## config.mk

```make
export PLATFORM = sky130hd
export DESIGN_NAME = usb_dpdm_xcvr
export DESIGN_NICKNAME = d
export VERILOG_FILES = /design/src/rtl/usb_dpdm_xcvr.sv
export SDC_FILE = /design/constraint.sdc
export NUM_CORES = 1
export LEC_CHECK = 0
export ABC_AREA = 1
export BUFFER_PORTS_ARGS = -buffer_cell sky130_fd_sc_hd__buf_2
export CORE_MARGIN = 2
export CORE_UTILIZATION = 41
export CTS_BUF_LIST = sky130_fd_sc_hd__clkbuf_4 sky130_fd_sc_hd__clkbuf_8
export CTS_CLUSTER_SIZE = 8
export DETAILED_ROUTE_END_ITERATION = 12
export PLACE_DENSITY = 0.71
export REMOVE_ABC_BUFFERS = 1
export SETUP_SLACK_MARGIN = 0.2
export SLEW_MARGIN = 5
export SYNTH_ARGS = -nofsm -noshare
export SYNTH_HDL_FRONTEND = slang
export SYNTH_SLANG_ARGS = --single-unit
```

## constraint.sdc

```tcl
create_clock -name clk -period 5.6 [get_ports clk]
set_clock_uncertainty 0.2 [all_clocks]
set_input_delay 1.12 -clock clk [delete_from_list [all_inputs] [get_ports clk]]
set_output_delay 1.12 -clock clk [all_outputs]
set_load 0.02 [all_outputs]
```

## src/rtl/usb_dpdm_xcvr.sv

```systemverilog
// Half-duplex DP/DM line transceiver: bit-count-driven TX serialiser with SE0/J EOP,
// and an RX front end that detects start K, validates EOP and flags SE1/babble/long-SE0.
module usb_dpdm_xcvr #(
  parameter int unsigned MAX_BITS    = 128,
  parameter int unsigned EOP_SE0     = 2,
  parameter int unsigned EOP_J       = 1,
  parameter int unsigned EOP_SE0_MAX = 8,
  localparam int unsigned CW         = $clog2(MAX_BITS + 1)
) (
  input  logic          clk,
  input  logic          rst_b,
  input  logic          tx_start,
  input  logic [CW-1:0] tx_len,
  input  logic          tx_bit,
  output logic          tx_bit_req,
  output logic          tx_busy,
  output logic          tx_done,
  output logic          dp_w,
  output logic          dm_w,
  input  logic          rx_en,
  input  logic          dp_r,
  input  logic          dm_r,
  output logic          rx_bit,
  output logic          rx_valid,
  output logic          rx_done,
  output logic          rx_err,
  output logic [CW-1:0] rx_count
);

  localparam int unsigned TMAX = (MAX_BITS > EOP_SE0)
                               ? ((MAX_BITS > EOP_J) ? MAX_BITS : EOP_J)
                               : ((EOP_SE0 > EOP_J) ? EOP_SE0 : EOP_J);
  localparam int unsigned TCW  = $clog2(TMAX + 1);
  localparam int unsigned SW   = $clog2(EOP_SE0_MAX + 2);

  typedef enum logic [1:0] {T_IDLE, T_DATA, T_SE0, T_EOPJ} tx_state_e;
  typedef enum logic [1:0] {R_IDLE, R_DATA, R_EOP} rx_state_e;

  tx_state_e          tx_state_q, tx_state_d;
  logic [TCW-1:0]     tx_cnt_q, tx_cnt_d;
  logic [CW-1:0]      tx_len_q, tx_len_d;

  rx_state_e          rx_state_q, rx_state_d;
  logic [CW-1:0]      rx_count_q, rx_count_d;
  logic [SW-1:0]      se0_cnt_q, se0_cnt_d;

  logic               rx_act;
  logic               line_j, line_k, line_se0;

  always_ff @(posedge clk or negedge rst_b) begin
    if (!rst_b) begin
      tx_state_q <= T_IDLE;
      tx_cnt_q   <= '0;
      tx_len_q   <= '0;
      rx_state_q <= R_IDLE;
      rx_count_q <= '0;
      se0_cnt_q  <= '0;
    end else begin
      tx_state_q <= tx_state_d;
      tx_cnt_q   <= tx_cnt_d;
      tx_len_q   <= tx_len_d;
      rx_state_q <= rx_state_d;
      rx_count_q <= rx_count_d;
      se0_cnt_q  <= se0_cnt_d;
    end
  end

  assign tx_busy = (tx_state_q != T_IDLE);

  // TX: data bits pass straight to the pads; the line idles at J.
  always_comb begin
    tx_state_d = tx_state_q;
    tx_cnt_d   = tx_cnt_q;
    tx_len_d   = tx_len_q;
    tx_bit_req = 1'b0;
    tx_done    = 1'b0;
    dp_w       = 1'b1;
    dm_w       = 1'b0;
    case (tx_state_q)
      T_IDLE: begin
        if (tx_start) begin
          tx_len_d   = (32'(tx_len) > MAX_BITS) ? CW'(MAX_BITS) : tx_len;
          tx_cnt_d   = '0;
          tx_state_d = (tx_len == '0) ? T_SE0 : T_DATA;
        end
      end
      T_DATA: begin
        tx_bit_req = 1'b1;
        dp_w       = tx_bit;
        dm_w       = ~tx_bit;
        if (32'(tx_cnt_q) + 32'd1 >= 32'(tx_len_q)) begin
          tx_cnt_d   = '0;
          tx_state_d = T_SE0;
        end else begin
          tx_cnt_d = tx_cnt_q + TCW'(1);
        end
      end
      T_SE0: begin
        dp_w = 1'b0;
        dm_w = 1'b0;
        if (32'(tx_cnt_q) + 32'd1 >= EOP_SE0) begin
          tx_cnt_d   = '0;
          tx_state_d = T_EOPJ;
        end else begin
          tx_cnt_d = tx_cnt_q + TCW'(1);
        end
      end
      T_EOPJ: begin
        if (32'(tx_cnt_q) + 32'd1 >= EOP_J) begin
          tx_done    = 1'b1;
          tx_cnt_d   = '0;
          tx_state_d = T_IDLE;
        end else begin
          tx_cnt_d = tx_cnt_q + TCW'(1);
        end
      end
      default: tx_state_d = T_IDLE;
    endcase
  end

  assign rx_act   = rx_en & ~tx_busy;
  assign line_j   = dp_r & ~dm_r;
  assign line_k   = ~dp_r & dm_r;
  assign line_se0 = ~dp_r & ~dm_r;
  assign rx_bit   = dp_r;
  assign rx_count = rx_count_q;

  // RX: losing the gate silently abandons the packet, keeping rx_count.
  always_comb begin
    rx_state_d = rx_state_q;
    rx_count_d = rx_count_q;
    se0_cnt_d  = se0_cnt_q;
    rx_valid   = 1'b0;
    rx_done    = 1'b0;
    rx_err     = 1'b0;
    if (!rx_act) begin
      rx_state_d = R_IDLE;
    end else begin
      case (rx_state_q)
        R_IDLE: begin
          if (line_k) begin
            rx_valid   = 1'b1;
            rx_count_d = CW'(1);
            rx_state_d = R_DATA;
          end
        end
        R_DATA: begin
          if (line_j || line_k) begin
            if (rx_count_q == CW'(MAX_BITS)) begin
              rx_err     = 1'b1;
              rx_state_d = R_IDLE;
            end else begin
              rx_valid   = 1'b1;
              rx_count_d = rx_count_q + CW'(1);
            end
          end else if (line_se0) begin
            se0_cnt_d  = SW'(1);
            rx_state_d = R_EOP;
          end else begin
            rx_err     = 1'b1;
            rx_state_d = R_IDLE;
          end
        end
        R_EOP: begin
          if (line_se0) begin
            if (32'(se0_cnt_q) + 32'd1 > EOP_SE0_MAX) begin
              rx_err     = 1'b1;
              rx_state_d = R_IDLE;
            end else begin
              se0_cnt_d = se0_cnt_q + SW'(1);
            end
          end else if (line_j && (32'(se0_cnt_q) >= EOP_SE0)) begin
            rx_done    = 1'b1;
            rx_state_d = R_IDLE;
          end else begin
            rx_err     = 1'b1;
            rx_state_d = R_IDLE;
          end
        end
        default: rx_state_d = R_IDLE;
      endcase
    end
  end

endmodule

```

==> metrics.log <==
INFO  metric fraction_of_power_spent_switching_nets = 46.38%
INFO  metric grt_antenna_before_repair = 0
INFO  metric post-cts-setup-buffers = 0
INFO  metric start_kind = primary input
INFO  metric first_pass_iters = 4
INFO  metric diodes = 0
INFO  metric clkTransAtPathRegs = 0.07 ns
INFO  metric synthCells = 326
INFO  metric timing.hold.worst.class = flip-flop to flip-flop
INFO  metric io-pin-count = 32
INFO  metric mostFrequentLayoutCell = sky130_fd_sc_hd__nand2_1
INFO  metric wirelength = 5.116 mm
INFO  metric rsz0062_at_grt = false
INFO  metric place.detailed.instances = roughly 430
INFO  metric setup_viol = 0
INFO  metric power.combinational.fraction = 51.0%
INFO  metric cts_inserted_buffers = 5
INFO  metric cap_viol_max_count = 0
INFO  metric period_minus_slack = 3.544 ns
INFO  metric initial_core_utilization = 41.72%
INFO  metric cts_root_buffer = sky130_fd_sc_hd__clkbuf_8
INFO  metric wl_per_cell = 11.71 um
INFO  metric grt_remaining_overflow = 0
INFO  metric tightest_slew = 0.7525 ns
INFO  metric cts.htree.levels = 2
INFO  metric part_of_the_cycle_the_worst_path_needs = between 60% and 70%
INFO  metric critPathCaptureType = output pin
INFO  metric max-clock-path-buffers = 2
INFO  metric maximum_number_of_pins_on_one_net_before_global_route_repair = 33
INFO  metric timing_max_transition_violations_final = 0
INFO  metric setup_tns = 0 ns
INFO  metric track_usage = between 15 and 20%
INFO  metric seq_area_frac_synth = 33.01%
INFO  metric finalHoldViolations = 0
INFO  metric synthDominantAreaCellType = sky130_fd_sc_hd__dfrtp_1
INFO  metric avgViaCountPerCell = 4.899
INFO  metric crit_type = primary input to output pin
INFO  metric tritoncts_clock_tree = built
INFO  metric detailroute.via_count = 2141
INFO  metric crit_required = 4.28 ns
INFO  metric max-vdd-ir-drop = 142.0 uV
INFO  metric route.detailed.drc = 0
INFO  metric outcome = finished clean
INFO  metric post_synth_num_cell_types = 30
INFO  metric die_h = 80.93 um
INFO  metric wire_length_of_the_first_global_routing_pass = 8.997 mm
INFO  metric post-place-ws = 2.067 ns
INFO  metric postCtsResizedCells = 0
INFO  metric ys_seq_elements = 32
INFO  metric layout_common_cells = 75 x sky130_fd_sc_hd__nand2_1, 49 x sky130_fd_sc_hd__inv_1, 32 x sky130_fd_sc_hd__dfrtp_1
INFO  metric fin_cells = around 440
INFO  metric cell_internal_power = approximately 0.60 mW
INFO  metric cts.sink_count = 32
INFO  metric rows = 28
INFO  metric maxClockFrequency = 282.2 MHz
INFO  metric cellLeakagePower = 1.474 nW
INFO  metric r2r_setup_slack = 3.11 ns
INFO  metric cp_max_fo = 5
INFO  metric grt_pass1_vias = 2043
INFO  metric drive_above_1_share = 17.96%
INFO  metric gp_congestion = 0.8523
INFO  metric die_width = between 80 and 90 um
INFO  metric clock_power_share = between 10% and 20%
INFO  metric synth.area.top_cells = sky130_fd_sc_hd__dfrtp_1 33%, sky130_fd_sc_hd__ha_1 13%, sky130_fd_sc_hd__nand2_1 12%
INFO  metric worst_skew_pair.late_latency = 0.29 ns
INFO  metric ctsHoldBuffers = 0
INFO  metric mean_syn_cell_area = 7.442 um^2
INFO  metric port-buffer-count = 31
INFO  metric power_per_cell_area = ~410 nW/um^2
INFO  metric netlist.area_leader.share = 33.01%
INFO  metric power.switching = 0.5202 mW
INFO  metric synthToLayoutAreaGrowth = 13.56%
INFO  metric setup_ws = roughly 2.1 ns
INFO  metric sequentialPowerShare = 31.6%
INFO  metric postRouteAntennaNets = 0
INFO  metric final_hpwl_dp = 3.887 mm
INFO  metric yosys_warnings = 0
INFO  metric drt_iter0_markers = 98
INFO  metric num-nets-final = 401
INFO  metric slew_headroom = around half
INFO  metric post_synth_instance_area = 2426 um^2
INFO  metric fp.coreArea = 5816 um^2
INFO  metric fp.dieArea = 6549 um^2
INFO  metric worstPathArrival = 2.22 ns
## flip-flops by register name, summed over array words and instances (netlist names)
signal	cells
rx_count	8
tx_cnt_q	8
tx_state_q	2
rx_state_q	2
se0_cnt_q	4
tx_len_q	8
## path summary, 6_finish.rpt
path,startpoint,to,cells past startpoint
max,dp_r,rx_err,7
min,tx_len_q[0],tx_len_q[0],2
max reg2reg,tx_cnt_q[0],tx_cnt_q[5],17
min reg2reg,tx_len_q[0],tx_len_q[0],2
max in group asynchronous,rst_b,tx_cnt_q[7],1
min in group asynchronous,rst_b,se0_cnt_q[1],1
## area by class of cell
class | instances | area [um^2]
fillers | 599 | 3060
multi-input cells | 237 | 1405
flip-flops and latches | 32 | 800.8
inverters | 54 | 202.7
repair buffers | 31 | 155.1
well taps | 75 | 93.84
clock buffers | 7 | 90.09
clock inverters | 1 | 7.507
## per-stage QoR
step	total power, mW	area (um^2)	hold slack, ns	util (%)
after floorplan	0.7781	2409	0.2531	-
after global placement	0.9165	2658	0.2728	45.70
after detailed placement	0.9293	2658	0.2748	45.70
after CTS	1.130	2755	0.2951	47.38
after global routing	1.241	2755	0.3202	47.38
final	1.122	2755	0.2935	47.38
## cells in the mapped netlist (all sizes together)
cell	number
o311ai	1
inv	52
a21boi	1
buf	3
o21a	1
ha	25
clkinv	2
nand2	81
xnor2	2
o21ai	25
xor2	4
nor4	1
o21bai	1
nand4	8
dfrtp	32
nor2	36
o22ai	2
nand3	33
nor3	4
or2	4
a21oi	8
## metal layers
metal | global-route usage [%] | share of wire, % | vias to the layer above
li1 | - | - | 1111
met1 | 22.48 | 48 | 995
met2 | 29.42 | 48 | 31
met3 | 3.444 | 2.9 | 4
met4 | 5.593 | 0.88 | 0
met5 | 0 | 0 | -
## cell families (layout without fill, tap and decap cells)
| group | after synthesis | after routing | share of synthesized area (%) |
|---|---|---|---|
| flops | 32 | 32 | 33.01 |
| simple gates | 167 | 167 | 34.09 |
| xor+xnor | 6 | 6 | 2.166 |
| fa+ha+maj | 25 | 25 | 12.89 |
| buf+inv | 57 | 93 | 9.077 |
| compound gates | 39 | 39 | 8.768 |
## worst max-delay path, stage by stage
cell                      delay [ns]
sky130_fd_sc_hd__buf_2          0.10
sky130_fd_sc_hd__inv_1          0.05
sky130_fd_sc_hd__ha_1           0.25
sky130_fd_sc_hd__o21ai_0        0.25
sky130_fd_sc_hd__o21ai_0        0.12
sky130_fd_sc_hd__a21oi_1        0.16
sky130_fd_sc_hd__buf_2          0.18
## power by group through the flow
stage	clock network (mW)	logic, mW	registers (mW)
after floorplan	0	0.417	0.361
after global placement	0	0.562	0.354
after detailed placement	0	0.572	0.358
after CTS	0.201	0.576	0.353
after global routing	0.213	0.662	0.366
final	0.196	0.572	0.354
Power figures use the tool's default switching activity.
